### src/rtl/snake_snd_pkg.sv
// Shared sound definitions for the Snake sequencer and the downstream tone stage.
// Latency: n/a (types and constants only).
// Backpressure: n/a.
package snake_snd_pkg;

    // Tone code carried from the jingle ROM to the note output decoder
    typedef enum logic [1:0] {
        TONE_REST = 2'd0,
        TONE_DO   = 2'd1,
        TONE_SO   = 2'd2
    } tone_t;

    // Sequence ids; the numeric order is also the preemption priority
    typedef enum logic [1:0] {
        SEQ_NONE  = 2'd0,
        SEQ_EAT   = 2'd1,
        SEQ_START = 2'd2,
        SEQ_DIE   = 2'd3
    } seq_t;

    // Default tone dividers at 50 MHz: DO = 262 Hz, SO = 392 Hz
    localparam logic [17:0] DO_DIV_DEF = 18'd190839;
    localparam logic [17:0] SO_DIV_DEF = 18'd127550;

endpackage

### src/rtl/snake_sfx_rom.sv
// Jingle ROM: (sequence id, note index) -> (tone, duration in ticks, last-note flag).
// Latency: combinational, zero cycles.
// Backpressure: none; pure lookup.
module snake_sfx_rom
    import snake_snd_pkg::*;
(
    input  seq_t        i_seq,
    input  logic [1:0]  i_idx,
    output tone_t       o_tone,
    output logic [3:0]  o_dur,
    output logic        o_last
);

    // Fixed jingle table; unused slots read as a one-tick rest marked last
    always_comb begin
        o_tone = TONE_REST;
        o_dur  = 4'd1;
        o_last = 1'b1;
        case (i_seq)
            SEQ_EAT: begin
                case (i_idx)
                    2'd0:    begin o_tone = TONE_DO; o_dur = 4'd2; o_last = 1'b0; end
                    2'd1:    begin o_tone = TONE_SO; o_dur = 4'd2; o_last = 1'b1; end
                    default: begin o_tone = TONE_REST; o_dur = 4'd1; o_last = 1'b1; end
                endcase
            end
            SEQ_START: begin
                case (i_idx)
                    2'd0:    begin o_tone = TONE_DO; o_dur = 4'd1; o_last = 1'b0; end
                    2'd1:    begin o_tone = TONE_SO; o_dur = 4'd1; o_last = 1'b0; end
                    2'd2:    begin o_tone = TONE_DO; o_dur = 4'd1; o_last = 1'b0; end
                    default: begin o_tone = TONE_SO; o_dur = 4'd3; o_last = 1'b1; end
                endcase
            end
            SEQ_DIE: begin
                case (i_idx)
                    2'd0:    begin o_tone = TONE_SO;   o_dur = 4'd2; o_last = 1'b0; end
                    2'd1:    begin o_tone = TONE_DO;   o_dur = 4'd2; o_last = 1'b0; end
                    2'd2:    begin o_tone = TONE_REST; o_dur = 4'd1; o_last = 1'b0; end
                    default: begin o_tone = TONE_DO;   o_dur = 4'd6; o_last = 1'b1; end
                endcase
            end
            default: begin
                o_tone = TONE_REST;
                o_dur  = 4'd1;
                o_last = 1'b1;
            end
        endcase
    end

endmodule

### src/rtl/snake_sfx_sequencer.sv
// Turns single-cycle game events into timed DO/SO note jingles for the tone stage.
// Latency: busy one cycle after the event, first note two cycles after the event.
// Backpressure: none; lower/equal priority events while busy are dropped, higher ones preempt.
module snake_sfx_sequencer
    import snake_snd_pkg::*;
#(
    parameter logic [21:0] TICK_CYCLES = 22'd2500000,
    parameter logic [21:0] GAP_CYCLES  = 22'd250000,
    parameter logic [17:0] DO_DIV      = DO_DIV_DEF,
    parameter logic [17:0] SO_DIV      = SO_DIV_DEF
)(
    input  logic        sys_clk,
    input  logic        sys_rst_n,
    input  logic        evt_eat,
    input  logic        evt_start,
    input  logic        evt_die,
    output logic        enb1,
    output logic        enb2,
    output logic [17:0] freq_datas,
    output logic        busy,
    output logic        done
);

    typedef enum logic [2:0] {
        ST_IDLE = 3'd0,
        ST_LOAD = 3'd1,
        ST_PLAY = 3'd2,
        ST_GAP  = 3'd3,
        ST_DONE = 3'd4
    } state_t;

    state_t      r_state;
    state_t      w_next;
    seq_t        r_seq;
    logic [1:0]  r_idx;
    logic [21:0] r_cnt;
    logic [3:0]  r_tick;
    logic        r_enb1;
    logic        r_enb2;
    logic [17:0] r_freq;

    seq_t        w_evt_seq;
    logic        w_accept;
    tone_t       w_tone;
    logic [3:0]  w_dur;
    logic [3:0]  w_dur_eff;
    logic        w_last;
    logic        w_tick_end;
    logic        w_note_end;
    logic        w_gap_end;

    // r_idx always points at the note being played, or the one after the current gap
    snake_sfx_rom u_rom (
        .i_seq  (r_seq),
        .i_idx  (r_idx),
        .o_tone (w_tone),
        .o_dur  (w_dur),
        .o_last (w_last)
    );

    assign w_evt_seq  = evt_die   ? SEQ_DIE   :
                        evt_start ? SEQ_START :
                        evt_eat   ? SEQ_EAT   : SEQ_NONE;
    // DONE behaves like IDLE for new events; otherwise only strictly higher priority preempts
    assign w_accept   = (w_evt_seq != SEQ_NONE) &&
                        ((r_state == ST_IDLE) || (r_state == ST_DONE) || (w_evt_seq > r_seq));
    assign w_dur_eff  = (w_dur == 4'd0) ? 4'd1 : w_dur;
    // Compare count+1 against the target so a zero-length setting degrades to one cycle
    assign w_tick_end = ({1'b0, r_cnt} + 23'd1) >= {1'b0, TICK_CYCLES};
    assign w_gap_end  = ({1'b0, r_cnt} + 23'd1) >= {1'b0, GAP_CYCLES};
    assign w_note_end = w_tick_end && (r_tick == (w_dur_eff - 4'd1));

    // State register
    always_ff @(posedge sys_clk or negedge sys_rst_n) begin
        if (!sys_rst_n) begin
            r_state <= ST_IDLE;
        end else begin
            r_state <= w_next;
        end
    end

    // Next-state logic; an accepted event overrides whatever the sequence was doing
    always_comb begin
        w_next = r_state;
        case (r_state)
            ST_IDLE: w_next = ST_IDLE;
            ST_LOAD: w_next = ST_PLAY;
            ST_PLAY: if (w_note_end) w_next = w_last ? ST_DONE : ST_GAP;
            ST_GAP:  if (w_gap_end)  w_next = ST_PLAY;
            ST_DONE: w_next = ST_IDLE;
            default: w_next = ST_IDLE;
        endcase
        if (w_accept) begin
            w_next = ST_LOAD;
        end
    end

    // Sequence id, note index, and the cycle/tick counters that time each note and gap
    always_ff @(posedge sys_clk or negedge sys_rst_n) begin
        if (!sys_rst_n) begin
            r_seq  <= SEQ_NONE;
            r_idx  <= 2'd0;
            r_cnt  <= 22'd0;
            r_tick <= 4'd0;
        end else begin
            if (w_accept) begin
                r_seq <= w_evt_seq;
            end
            if (w_next == ST_LOAD) begin
                r_idx  <= 2'd0;
                r_cnt  <= 22'd0;
                r_tick <= 4'd0;
            end else if ((r_state == ST_PLAY) && (w_next != ST_PLAY)) begin
                r_idx  <= r_idx + 2'd1;
                r_cnt  <= 22'd0;
                r_tick <= 4'd0;
            end else if ((r_state == ST_GAP) && (w_next == ST_PLAY)) begin
                r_cnt  <= 22'd0;
                r_tick <= 4'd0;
            end else if (r_state == ST_PLAY) begin
                if (w_tick_end) begin
                    r_cnt  <= 22'd0;
                    r_tick <= r_tick + 4'd1;
                end else if (r_cnt != 22'h3FFFFF) begin
                    r_cnt  <= r_cnt + 22'd1;
                end
            end else if ((r_state == ST_GAP) && (r_cnt != 22'h3FFFFF)) begin
                r_cnt <= r_cnt + 22'd1;
            end
        end
    end

    // Registered note outputs: loaded for PLAY, held across LOAD so a preempted note
    // stays audible until the new jingle starts, silent everywhere else
    always_ff @(posedge sys_clk or negedge sys_rst_n) begin
        if (!sys_rst_n) begin
            r_enb1 <= 1'b0;
            r_enb2 <= 1'b0;
            r_freq <= 18'd0;
        end else if (w_next == ST_PLAY) begin
            r_enb1 <= (w_tone == TONE_DO);
            r_enb2 <= (w_tone == TONE_SO);
            r_freq <= (w_tone == TONE_DO) ? DO_DIV :
                      (w_tone == TONE_SO) ? SO_DIV : 18'd0;
        end else if (w_next != ST_LOAD) begin
            r_enb1 <= 1'b0;
            r_enb2 <= 1'b0;
            r_freq <= 18'd0;
        end
    end

    assign enb1       = r_enb1;
    assign enb2       = r_enb2;
    assign freq_datas = r_freq;
    assign busy       = (r_state != ST_IDLE);
    assign done       = (r_state == ST_DONE);

endmodule
### config.mk
export PLATFORM = sky130hd
export DESIGN_NAME = snake_sfx_sequencer
export DESIGN_NICKNAME = d
export VERILOG_FILES = /design/src/rtl/snake_snd_pkg.sv /design/src/rtl/snake_sfx_rom.sv /design/src/rtl/snake_sfx_sequencer.sv
export SDC_FILE = /design/constraint.sdc
export NUM_CORES = 1
export LEC_CHECK = 0
export ABC_AREA = 1
export BUFFER_PORTS_ARGS = -buffer_cell sky130_fd_sc_hd__buf_2
export CORE_AREA = 2 2 85 87
export CTS_BUF_LIST = sky130_fd_sc_hd__clkbuf_8
export DETAILED_ROUTE_END_ITERATION = 10
export DIE_AREA = 0 0 87 89
export PLACE_DENSITY = 0.81
export RECOVER_POWER = 50
export SYNTH_ARGS = -nofsm -noshare
export SYNTH_HDL_FRONTEND = slang
export SYNTH_SLANG_ARGS = --single-unit
### constraint.sdc
create_clock -name sys_clk -period 2.9 [get_ports sys_clk]
set_clock_uncertainty 0.15 [all_clocks]
set_input_delay 0.58 -clock sys_clk [delete_from_list [all_inputs] [get_ports sys_clk]]
set_output_delay 0.58 -clock sys_clk [all_outputs]
set_load 0.03 [all_outputs]
* Yosys cells after proc, flatten, opt, wreduce, memory -nomap -nowiden
Index checks and enable logic that the tools add are counted.
** Storage, ports and cells
- Flip-flop bits (word level) :: 53
- Bits in latches :: 0
- Memory bits (writable) :: 0
- ROM bits :: 0
- Bits of input ports :: 5
- Output and inout port bits :: 22
- Word-level logic and storage cells :: 98
- Memories :: 0
** Operators by class
- Add/sub/neg operators :: 5
- Multiply operators :: 0
- Div/mod/pow operators :: 0
- $lt $le $gt $ge :: 3
- Eq/ne operators :: 18
- Shift-type cells :: 0
- Multiplexer cells :: 41
- Bitwise logic cells :: 0
- Reduce and logical (&&, ||, !) cells :: 23
** Operators by type and width (number)
- $mux 22 :: 7
- $mux 18 :: 3
- $mux 4 :: 6
- $add 22x1->23 const B :: 1
- $ge 23x18->1 const B :: 1
- $ge 23x22->1 const B :: 1
- $add 22x1->22 const B :: 1
- $ne 22x22->1 const B :: 1
- $mux 17 :: 1
- $mux 2 :: 7
- $mux 3 :: 4
- $pmux 4 s3 :: 1
- $eq 3x2->1 const B :: 3
- $pmux 3 s3 :: 1
- $eq 2x2->1 const B :: 4
- $pmux 2 s2 :: 2
- $reduce_bool 4->1 :: 2
- $eq 2x1->1 const B :: 3
- $eq 3x1->1 const B :: 2
- $mux 1 :: 6
- $ne 6x3->1 const B :: 1
- $pmux 2 s3 :: 1
- $pmux 3 s2 :: 1
- $reduce_bool 2->1 :: 3
- other kinds (19) :: 27

* Logic depth before layout (Yosys ltp)
- Depth in word-level cells :: 17
- Depth in mapped cells :: 22
- Mapped depth without buffers :: 20

* Modules after synthesis
A second synthesis with hierarchy kept.
** Second synthesis, totals
- Cells, all modules :: 568
- Area total of the unflattened synthesis :: 3512.1 sq um
** By module, submodules not included
- snake_sfx_sequencer :: times used 1, cells an instance 539, area each 3390.8 sq um, seq. area each 900.9 sq um
- snake_sfx_rom :: times used 1, cells an instance 29, area each 121.4 sq um, seq. area each 0.0 sq um

* Worst setup path before layout
OpenSTA, ideal clock, no wires.
- Path type :: register -> register
- Start point :: register r_idx[0]
- End point :: register r_cnt[10]
- Setup time :: 0.118 ns
- Arrival time :: 2.825 ns
- Slack :: -0.193 ns
- Cell stages (with the launch flop) :: 19
- Clock period less this slack :: 3.093 ns
- Path through :: dfrtp_1 > inv_1 > ha_1 > o21ai_0 > o2111ai_1 > nand2_1 > inv_1 > ha_1 > xnor2_1 > xnor2_1 > o211a_1 > nand3_1 > nor3_1 > a21oi_4 > nand4_2 > nand3_2 > buf_4 > nand3_1 > nand2_1
** Between the ends
- Cells in the longest elaborated chain, start to end :: 17
- Elaborated cells between the ends (all ways) :: 32
- Classes of those cells :: add/sub: 1; eq/ne: 7; mux: 15; reduce/logical: 9
** RTL lines
- from (decl) :: RTL line snake_sfx_sequencer.sv:35 : logic [1:0] r_idx;
- from (signal assigned) :: RTL line snake_sfx_sequencer.sv:114 : r_idx <= r_idx + 2'd1;
- $eq 2x1->1 (tied with other cells) :: RTL line snake_sfx_rom.sv:21, snake_sfx_rom.sv:28, snake_sfx_rom.sv:36
- $reduce_or 2->1 (no line) / $reduce_or 3->1 (equally long branches)
- $pmux 3 s2 (tied with other cells) :: RTL line snake_sfx_rom.sv:36 : case (i_idx)
- $pmux 4 s3 :: RTL line snake_sfx_rom.sv:19 : case (i_seq)
- $logic_not 4->1 :: RTL line snake_sfx_sequencer.sv:67 : assign w_dur_eff = (w_dur == 4'd0) ? 4'd1 : w_dur;
- $mux 4 :: RTL line snake_sfx_sequencer.sv:67
- $sub 4x1->4 :: RTL line snake_sfx_sequencer.sv:71 : assign w_note_end = w_tick_end && (r_tick == (w_dur_eff - 4'd1));
- $eq 4x4->1 :: RTL line snake_sfx_sequencer.sv:71
- (+2 left out)
- $pmux 3 s3 (*) :: RTL line snake_sfx_sequencer.sv:85 : case (r_state)
- $mux 3 (*) :: RTL line snake_sfx_sequencer.sv:93 : if (w_accept) begin
- net w_next[1] :: RTL line snake_sfx_sequencer.sv:33 : state_t w_next;
- $eq 3x2->1 :: RTL line snake_sfx_sequencer.sv:117 : end else if ((r_state == ST_GAP) && (w_next == ST_PLAY)) begin
- $logic_and 1x1->1 :: RTL line snake_sfx_sequencer.sv:117
- $mux 22 :: RTL line snake_sfx_sequencer.sv:117
- $mux 22 :: RTL line snake_sfx_sequencer.sv:113 : end else if ((r_state == ST_PLAY) && (w_next != ST_PLAY)) begin
- $mux 22 :: RTL line snake_sfx_sequencer.sv:109 : if (w_next == ST_LOAD) begin
- to (signal assigned) :: RTL line snake_sfx_sequencer.sv:125 : r_cnt <= r_cnt + 22'd1;
- to (signal assigned) :: RTL line snake_sfx_sequencer.sv:128 : r_cnt <= r_cnt + 22'd1;
- to (decl) :: RTL line snake_sfx_sequencer.sv:36 : logic [21:0] r_cnt;
Mark *: on every way through the listed nets, which the timed path passes. The rest lies on a longest branch.
A chain may end at the register's enable or synchronous reset.

* Final worst setup path
- Start point :: register r_idx[0]
- End point :: register r_cnt[4]
** Between the ends
- Cells in the longest elaborated chain, start to end :: 17
- Elaborated cells between the ends (all ways) :: 32
- Classes of those cells :: add/sub: 1; eq/ne: 7; mux: 15; reduce/logical: 9
** RTL lines
- $eq 2x1->1 (tied with other cells) :: RTL line snake_sfx_rom.sv:21, snake_sfx_rom.sv:28, snake_sfx_rom.sv:36
- $reduce_or 2->1 (no line) / $reduce_or 3->1 (equally long branches)
- $pmux 3 s2 (tied with other cells) :: RTL line snake_sfx_rom.sv:36
- $pmux 4 s3 :: RTL line snake_sfx_rom.sv:19
- $logic_not 4->1 :: RTL line snake_sfx_sequencer.sv:67
- $mux 4 :: RTL line snake_sfx_sequencer.sv:67
- $sub 4x1->4 :: RTL line snake_sfx_sequencer.sv:71
- $eq 4x4->1 :: RTL line snake_sfx_sequencer.sv:71
- $logic_and 1x1->1 :: RTL line snake_sfx_sequencer.sv:71
- $mux 3 (*) :: RTL line snake_sfx_sequencer.sv:88 : ST_PLAY: if (w_note_end) w_next = w_last ? ST_DONE : ST_GAP;
- $pmux 3 s3 (*) :: RTL line snake_sfx_sequencer.sv:85
- $mux 3 (*) :: RTL line snake_sfx_sequencer.sv:93
- $eq 3x2->1 :: RTL line snake_sfx_sequencer.sv:117
- $logic_and 1x1->1 :: RTL line snake_sfx_sequencer.sv:117
- $mux 22 :: RTL line snake_sfx_sequencer.sv:117
- $mux 22 :: RTL line snake_sfx_sequencer.sv:113
- $mux 22 :: RTL line snake_sfx_sequencer.sv:109
Every way passes the cells marked *; elsewhere a longest branch is shown, timed or not.

==> metrics.csv <==
metric,value,unit
critical_path_arrival,3.22,ns
netlist_instances,563,
crit_type,register to register,
r2r_start,r_idx[0],
fin_nets,650,
clk_pin_slew,0.07,ns
layout_common_cells,"nand2_1, nor2_1, buf_4, inv_1, nand3_1",
cp.required,2.94,ns
cts.path.max_buffers,2,
gp_congestion,1.040,
ys_warn_count,0,
chipWidth,87,um
async_flop_share,1.000,
crit_path_start,r_idx[0],
setup_viol_count_final,31,
synth_top_area_frac,0.2569,
io_pins,27,
synth_cell_types,38,
synth.avg_cell_area,6.229,um^2
final_common_cell,nand2_1,
worst_slack,-0.2838,ns
drc,0,
status,"finished, violations left",
hp-class,register to register,
switching_share,0.5222,
coreArea,6719,um^2
start_util,0.5220,
dieArea,7743,um^2
dp_hpwl,7.383,mm
vias_per_cell,5.868,
die_h,89,um
first_global_vias,3749,
dr.pass1.iters,6,
drv_cap,1,
hold_viol_final,0,
cts_buffers,5,
fin_crit_sh,1.098,
violations,"capacitance limit, slew limit, setup timing",
ant_nets,0,
track_usage,0.2882,
slew_viol_final,37,
yosysTopAreaCell,dfrtp_1,
portBuffers,24,
rsz0062_at_grt,true,
final_layout_size_suffix_gt1_frac,0.2575,
drt_iter0_markers,451,
wire_per_inst,16.16,um
synth_enable_flop_cells,0,
synth_top_flop_cell,dfrtp_1,
irDropWorstVdd,0.0003832,V
holdWs,0.4043,ns
holdCritStartpoint,r_tick[3],
routed_wl,11.52,mm
yosys-top-cells-area,"dfrtp_1, nand2_1, nor2_1",
worst_slew_pin_slew,2.113,ns
endpoint_kind,register,
yosysSeqAreaShare,0.2569,
slew_headroom,-0.4089,
area_growth,28.36,%
num_vias,4184,
syn_area,3507,um^2
h-tree-depth,2,
clock_sink_count,36,
cp_max_fo,18,
max_freq,314.1,MHz
pwr-share-seq,0.174,
intPower,1.891,mW
synth-seq-cells,36,
hold_buffers,0,
pwr-share-comb,0.726,
p_sw,2.067,mW
cp-start-kind,register,
antenna_found_initial,0,
pwr_density_cell,879.3,nW/um^2
fin_crit,3.184,ns
grt_max_degree,37,
leakage,2.143,nW
grt_overflow,0,
fin_tns_setup,-7.358,ns
cts_tree,built,
rows,30,
antennaDiodeCount,0,
dp_slack,-0.2429,ns
clockPowerShare,0.100,
grt_pass1_wl,17.56,mm
clk_latency,0.31,ns
cts-root-buf,clkbuf_8,
-- cells in the mapped netlist, types with 3 or more instances --
| cell | instances |
|---|---|
| nor2_1 | 74 |
| buf_2 | 5 |
| buf_4 | 21 |
| o21ai_0 | 16 |
| inv_1 | 52 |
| nand3_2 | 3 |
| nand4_1 | 31 |
| nand3_1 | 53 |
| dfrtp_1 | 36 |
| xnor2_1 | 4 |
| nand2_1 | 173 |
| clkbuf_1 | 9 |
| nor3_1 | 6 |
| ha_1 | 13 |
| a21boi_0 | 4 |
| a21oi_1 | 21 |
| nand2_2 | 4 |
| nor2_2 | 6 |
| nand3b_1 | 5 |
-- power groups by stage --
stage / combinational, mW / sequential, mW / clock [mW]
finish: 2.87 / 0.687 / 0.397
detailed placement: 2.15 / 0.682 / 0
CTS: 2.47 / 0.679 / 0.395
global route: 3.06 / 0.702 / 0.412
floorplan: 1.52 / 0.706 / 0
global placement: 2.08 / 0.674 / 0
-- worst paths after layout --
| path | cells after the start | to | slack [ns] |
|---|---|---|---|
| hold / removal | 2 | r_tick[3] | 0.40 |
| min in group asynchronous | 1 | r_seq[1] | 0.72 |
| setup reg to reg | 19 | r_cnt[4] | -0.28 |
| setup / recovery | 19 | r_cnt[4] | -0.28 |
| max in group asynchronous | 1 | r_idx[0] | 0.50 |
| hold reg to reg | 2 | r_tick[3] | 0.40 |
-- per-layer routing --
layer | vias up | GRT usage | wire (um)
li1 | 1958 | - | -
met1 | 1927 | 0.3736 | 4613
met2 | 251 | 0.4858 | 5282
met3 | 48 | 0.04340 | 1197
met4 | 0 | 0.1108 | 429
met5 | - | 0 | 0
-- registers in the layout, indices dropped and copies added, names as in the netlist --
name	cells
enb2	1
freq_datas	1
r_state	3
r_tick	4
r_cnt	22
r_seq	2
enb1	1
r_idx	2
-- cell type report --
class / instances / area (um^2)
Inverter: 55 / 214.0
Sequential cell: 36 / 903.4
Timing Repair Buffer: 99 / 817.0
Multi-Input combinational cell: 435 / 2374
Tap cell: 80 / 100.1
Clock inverter: 2 / 11.26
Fill cell: 549 / 2217
Clock buffer: 6 / 82.58
-- kinds of logic (layout without fill, tap and decap cells) --
logic type	count (synthesis)	in the layout	synth area share
AO/OA/AOI/OAI	51	51	0.08527
XOR/XNOR	6	6	0.01498
adder cells (fa/ha/maj)	13	13	0.04638
buffers and inverters	93	162	0.1281
flip-flops	36	36	0.2569
other	1	2	0.001069
AND/OR/NAND/NOR	363	363	0.4674
-- per-stage QoR --
| step | instance area, um^2 | power [mW] | instances | util |
|---|---|---|---|---|
| after floorplan | 3560 | 2.227 | 564 | - |
| after global placement | 3971 | 2.756 | 685 | 0.5911 |
| after detailed placement | 3971 | 2.830 | 685 | 0.5911 |
| after CTS | 4247 | 3.542 | 701 | 0.6320 |
| after global routing | 4502 | 4.179 | 713 | 0.6700 |
| final | 4502 | 3.958 | 713 | 0.6700 |
-- repair_timing --
| item | CTS | global route |
|---|---|---|
| buffers inserted | 8 | 7 |
| setup endpoints to repair | 28 | 32 |
| gates resized for setup | 32 | 24 |
| cloned | 0 | 5 |
| pin swaps | 7 | 8 |
-- critical path, cell delays in order, from the launching register on --
cell and delay [ns]:
dfrtp_2 0.45, inv_4 0.07, ha_2 0.18, or2_4 0.25
o2111ai_2 0.09, nand2_2 0.09, inv_2 0.10, ha_4 0.16
xnor2_2 0.12, xnor2_1 0.14, o211a_1 0.20, nand3_4 0.10
inv_2 0.09, nand4_4 0.14, nand4_4 0.16, buf_12 0.16
nand3_4 0.11, buf_12 0.17, nand3_1 0.08, nand2_1 0.06
(Power assumes the default switching activity.)
